**src/rtl/reg_shifter_pkg.sv**
```systemverilog
// reg_shifter_pkg: default WIDTH/DEPTH/AW parameters and the shift_dir encodings (SHIFT_LEFT=0, SHIFT_RIGHT=1) shared by every reg_shifter file
package reg_shifter_pkg;
  localparam int DEF_WIDTH = 16;
  localparam int DEF_AW = 3;
  localparam int DEF_DEPTH = 2 ** DEF_AW;
  typedef enum logic {SHIFT_LEFT = 1'b0, SHIFT_RIGHT = 1'b1} shift_dir_e;
endpackage

```
**src/rtl/reg_shifter_if.sv**
```systemverilog
// reg_shifter_if: bus bundle; master drives wr/shift/shift_dir/wr_addr/d_in/rd_addr_a/rd_addr_b, slave returns d_out_a/d_out_b
interface reg_shifter_if import reg_shifter_pkg::*; #(
  parameter int WIDTH = DEF_WIDTH,
  parameter int AW = DEF_AW
) ();
  logic wr;
  logic shift;
  logic shift_dir;
  logic [AW-1:0] rd_addr_a;
  logic [AW-1:0] rd_addr_b;
  logic [AW-1:0] wr_addr;
  logic [WIDTH-1:0] d_in;
  logic [WIDTH-1:0] d_out_a;
  logic [WIDTH-1:0] d_out_b;
  modport master (
    output wr, shift, shift_dir, rd_addr_a, rd_addr_b, wr_addr, d_in,
    input d_out_a, d_out_b
  );
  modport slave (
    input wr, shift, shift_dir, rd_addr_a, rd_addr_b, wr_addr, d_in,
    output d_out_a, d_out_b
  );
endinterface

```
**src/rtl/reg_shifter_shift_unit.sv**
```systemverilog
// shift_unit: combinational one-bit logical shift; in value, dir (SHIFT_LEFT/SHIFT_RIGHT) -> out result, vacated bit filled with 0
module shift_unit import reg_shifter_pkg::*; #(
  parameter int WIDTH = DEF_WIDTH
) (
  input  logic [WIDTH-1:0] value,
  input  logic             dir,
  output logic [WIDTH-1:0] result
);
  always_comb result = (dir == SHIFT_RIGHT) ? value >> 1 : value << 1;
endmodule

```
**src/rtl/reg_shifter.sv**
```systemverilog
// reg_shifter: DEPTH x WIDTH register file with write/shift at wr_addr and two async read ports; in clk, reset (async high), bus (slave)
module reg_shifter import reg_shifter_pkg::*; #(
  parameter int WIDTH = DEF_WIDTH,
  parameter int DEPTH = DEF_DEPTH,
  parameter int AW = DEF_AW
) (
  input logic            clk,
  input logic            reset,
  reg_shifter_if.slave   bus
);
  logic [WIDTH-1:0] regs [DEPTH];
  logic [WIDTH-1:0] shifted;
  logic [WIDTH-1:0] nxt;
  shift_unit #(.WIDTH(WIDTH)) u_shift (
    .value  (regs[bus.wr_addr]),
    .dir    (bus.shift_dir),
    .result (shifted)
  );
  always_comb nxt = bus.wr ? bus.d_in : shifted;
  always_ff @(posedge clk or posedge reset) begin
    if (reset) begin
      for (int i = 0; i < DEPTH; i++) regs[i] <= '0;
    end else if (bus.wr || bus.shift) begin
      regs[bus.wr_addr] <= nxt;
    end
  end
  assign bus.d_out_a = regs[bus.rd_addr_a];
  assign bus.d_out_b = regs[bus.rd_addr_b];
endmodule

```
**src/flat_wrapper.sv**
```systemverilog
// flat-port wrapper written by rule: the top's interface ports become plain ports
module reg_shifter_flat import reg_shifter_pkg::*;
#(
  parameter int WIDTH = DEF_WIDTH,
  parameter int DEPTH = DEF_DEPTH,
  parameter int AW = DEF_AW
)
  (clk, reset, bus_wr, bus_shift, bus_shift_dir, bus_rd_addr_a, bus_rd_addr_b, bus_wr_addr, bus_d_in, bus_d_out_a, bus_d_out_b);
  reg_shifter_if #(.WIDTH(WIDTH), .AW(AW)) bus_i ();
  input logic clk;
  input logic reset;
  input wire logic [$bits(bus_i.wr)-1:0] bus_wr;
  input wire logic [$bits(bus_i.shift)-1:0] bus_shift;
  input wire logic [$bits(bus_i.shift_dir)-1:0] bus_shift_dir;
  input wire logic [$bits(bus_i.rd_addr_a)-1:0] bus_rd_addr_a;
  input wire logic [$bits(bus_i.rd_addr_b)-1:0] bus_rd_addr_b;
  input wire logic [$bits(bus_i.wr_addr)-1:0] bus_wr_addr;
  input wire logic [$bits(bus_i.d_in)-1:0] bus_d_in;
  output wire logic [$bits(bus_i.d_out_a)-1:0] bus_d_out_a;
  output wire logic [$bits(bus_i.d_out_b)-1:0] bus_d_out_b;
  assign bus_i.wr = bus_wr;
  assign bus_i.shift = bus_shift;
  assign bus_i.shift_dir = bus_shift_dir;
  assign bus_i.rd_addr_a = bus_rd_addr_a;
  assign bus_i.rd_addr_b = bus_rd_addr_b;
  assign bus_i.wr_addr = bus_wr_addr;
  assign bus_i.d_in = bus_d_in;
  assign bus_d_out_a = bus_i.d_out_a;
  assign bus_d_out_b = bus_i.d_out_b;
  reg_shifter #(.WIDTH(WIDTH), .DEPTH(DEPTH), .AW(AW)) u_core (.clk(clk), .reset(reset), .bus(bus_i));
endmodule
```
**config.mk**
```make
export PLATFORM = sky130hd
export DESIGN_NAME = reg_shifter_flat
export DESIGN_NICKNAME = d
export VERILOG_FILES = /design/src/rtl/reg_shifter_pkg.sv /design/src/rtl/reg_shifter_if.sv /design/src/rtl/reg_shifter_shift_unit.sv /design/src/rtl/reg_shifter.sv /design/src/flat_wrapper.sv
export SDC_FILE = /design/constraint.sdc
export NUM_CORES = 1
export LEC_CHECK = 0
export CAP_MARGIN = 20
export CORE_MARGIN = 5
export CORE_UTILIZATION = 30
export DETAILED_ROUTE_END_ITERATION = 8
export MAX_ROUTING_LAYER = met4
export SLEW_MARGIN = 0
export SYNTH_ARGS = -nofsm -noshare
export SYNTH_HDL_FRONTEND = slang
export SYNTH_HIERARCHICAL = 1
export SYNTH_SLANG_ARGS = --single-unit
```
**constraint.sdc**
```tcl
create_clock -name clk -period 8.15 [get_ports clk]
set_input_delay 0.815 -clock clk [delete_from_list [all_inputs] [get_ports clk]]
set_output_delay 0.815 -clock clk [all_outputs]
set_load 0.005 [all_outputs]
```
==> flow_summary.ini <==
[cts]
post_cts_resized = 0
clk_latency_ns = 0.41
cts_buffer_depth = 2
root_buffer = clkbuf_16
hold_buffers = 0
cts_sinks = 128
cts_max_level = 4
cts_buffers = 17
clk_pin_slew_ns = 0.05
cts_setup_buffers = 0
cts_tree = built

[yosys]
syn-num-nets = 519
yosysSeqAreaShare_pct = 38.4
post_synth.cell_area_avg_um2 = 17.0
ys_ff_latch = 128
syn-instance-count = 489
yosysWarnings = 6
synth_area_leaders = dfrtp_1, mux2_2, mux4_2
synth.distinct_cells = 23
synth_top_cell_by_area = dfrtp_1
syn_area_um2 = 8330
synth_top_area_share_pct = 38.4

[floorplanning]
die-width_um = 177
std_cell_rows = 61
core_um2 = 27600
die_h_um = 177
initial_core_util_pct = 30.2
ios = 62
dieArea_um2 = 31200

[final_layout]
reg_top3 = u_core/regs: 128 flops
areaGrowthSynthToFinish_pct = 16.5
final_common_cell = mux2_2
mostFrequentLayoutCells = mux2_2, dfrtp_1, mux4_2, clkdlybuf4s50_1, mux2_4
largest_register_ff_count = 128
num-nets-final = 572
diodes = 0
drive_gt1_share_pct = 62.3
largest-register = u_core/regs

[placement]
hpwlAfterDp_um = 14100
io_buffers = 61
place_congestion = 0.803
dp_slack_ns = 4.32

[timing]
layout_min_cycle_time_ns = 3.77
rsz0062_at_grt = false
period_share_pct = 46.2
slew_viol_final = 0
clock.fmax_ghz = 0.265
setup_violations = 0
maxSlewHeadroom_pct = 30.4
fin_ws_ns = 4.38
worstMarginPinSlew_ns = 1.04
finalHoldViolCount = 0
setup_tns_ns = 0
fin_skew_ns = 0.00607

[power]
pwr-share-clk_pct = 22.3
power_density_nw_per_um2 = 321
p_comb_share_pct = 39.4
p_sw_share_pct = 29.6
ir_drop_uv = 110
switchingPower_mw = 0.922
p_int_mw = 2.19
pwr-share-seq_pct = 38.3
leakagePower_nw = 3.82

[min_path]
holdPathEnd = u_core/regs[59]
hp-class = reg2reg
hp-start = u_core/regs[59]
hold_depth = 1

[critical_path]
cp_slowest_stage_delay_ns = 0.76
arrival_ns = 2.95
start_kind = input pin
slowest_stage = buf_2
end_kind = primary output
crit_path_max_fanout = 32
critPathKind = in2out
r2r-start = u_core/regs[93]
crit_family = buffers and inverters
r2r_cells = 5
crit_path_cell_trace = buf_2, mux4_2, mux2_2, clkdlybuf4s50_1
cp_num_buf_inv = 2
r2r-end = u_core/regs[110]
r2r_setup_slack_ns = 5.87
critPathRequiredTime_ns = 7.34

[drt]
vias_per_cell = 5.32
dr.first_iter.drc_count = 334
first_pass_iters = 4
vias = 4967
drt_wl_total_um = 22400
drc = 0
wl_per_cell_um = 24.0
ant_nets = 0

[global_routing]
grt_overflow = 0
grt_max_degree = 89
grt_pass1_vias = 5588
grt.total_usage_pct = 15.3
antenna_found_initial = 0
grt_pass1_wl_um = 34700

[job]
drv_cap = 0

[outcome]
status = finished, final reports clean
## how the worst max path moves through the flow
stage / startpoint / endpoint / slack [ns] / depth (start not counted)
floorplan: reset / u_core/regs[0] / 3.92 / 1
global placement: bus_rd_addr_b[2] / bus_d_out_b[4] / 4.33 / 4
detailed placement: bus_rd_addr_b[2] / bus_d_out_b[4] / 4.32 / 4
CTS: bus_rd_addr_b[2] / bus_d_out_b[4] / 4.33 / 4
global route: bus_rd_addr_b[2] / bus_d_out_b[4] / 4.26 / 4
finish: bus_rd_addr_b[2] / bus_d_out_b[4] / 4.38 / 4
## routing by layer
metal | routed length [um] | track usage [%] | vias to the layer above
met1 | 9510 | 18.8 | 2736
met4 | 297 | 3.74 | 0
met5 | 0 | - | -
li1 | - | - | 2085
met3 | 728 | 2.76 | 20
met2 | 11900 | 26.2 | 126
## power groups by stage
stage | clock, mW | combinational (mW) | sequential, mW
finish | 0.694 | 1.23 | 1.19
global route | 0.743 | 1.32 | 1.23
CTS | 0.715 | 1.24 | 1.19
detailed placement | 0 | 1.24 | 1.19
global placement | 0 | 1.21 | 1.16
floorplan | 0 | 0.906 | 1.09
## per-stage QoR
step,std cells,total power [mW],utilization (%),instance area (um^2),hold WS (ns)
5_1_grt,933,3.29,35.1,9710,0.558
2_1_floorplan,489,1.99,-,8330,0.506
6_report,933,3.11,35.1,9710,0.550
3_5_place_dp,900,2.43,33.1,9140,0.541
4_1_cts,932,3.14,35.0,9680,0.554
3_3_place_gp,900,2.37,33.1,9140,0.517
## worst register-to-register path, delay by kind of cell, from the launching register on
kind / cells / cell delay (ns)
DFF: 1 / 0.40
muxes: 5 / 1.76
## cells by family after synthesis
logic type	share of synthesized area, %
compound gates	0.421
buf+inv	4.32
flops	38.4
mux	55.4
simple gates	1.44
## cell usage after synthesis (all sizes together)
cell    instances
and2            1
and2b           1
buf            39
clkbuf          4
dfrtp         128
inv             1
mux2          206
mux4           96
nand2           1
nand2b          2
nor2            5
nor3            2
o21ai           1
o21bai          1
or2             1
## cell type report
class | count | area [um^2]
tap | 378 | 473
clock buffer | 25 | 475
inverter | 1 | 6.26
timing repair buffer | 77 | 721
clock inverter | 7 | 60.1
fill | 2642 | 17900
multi-input combinational | 317 | 4770
sequential | 128 | 3200
Note: power is estimated with default switching activity, not from simulation.
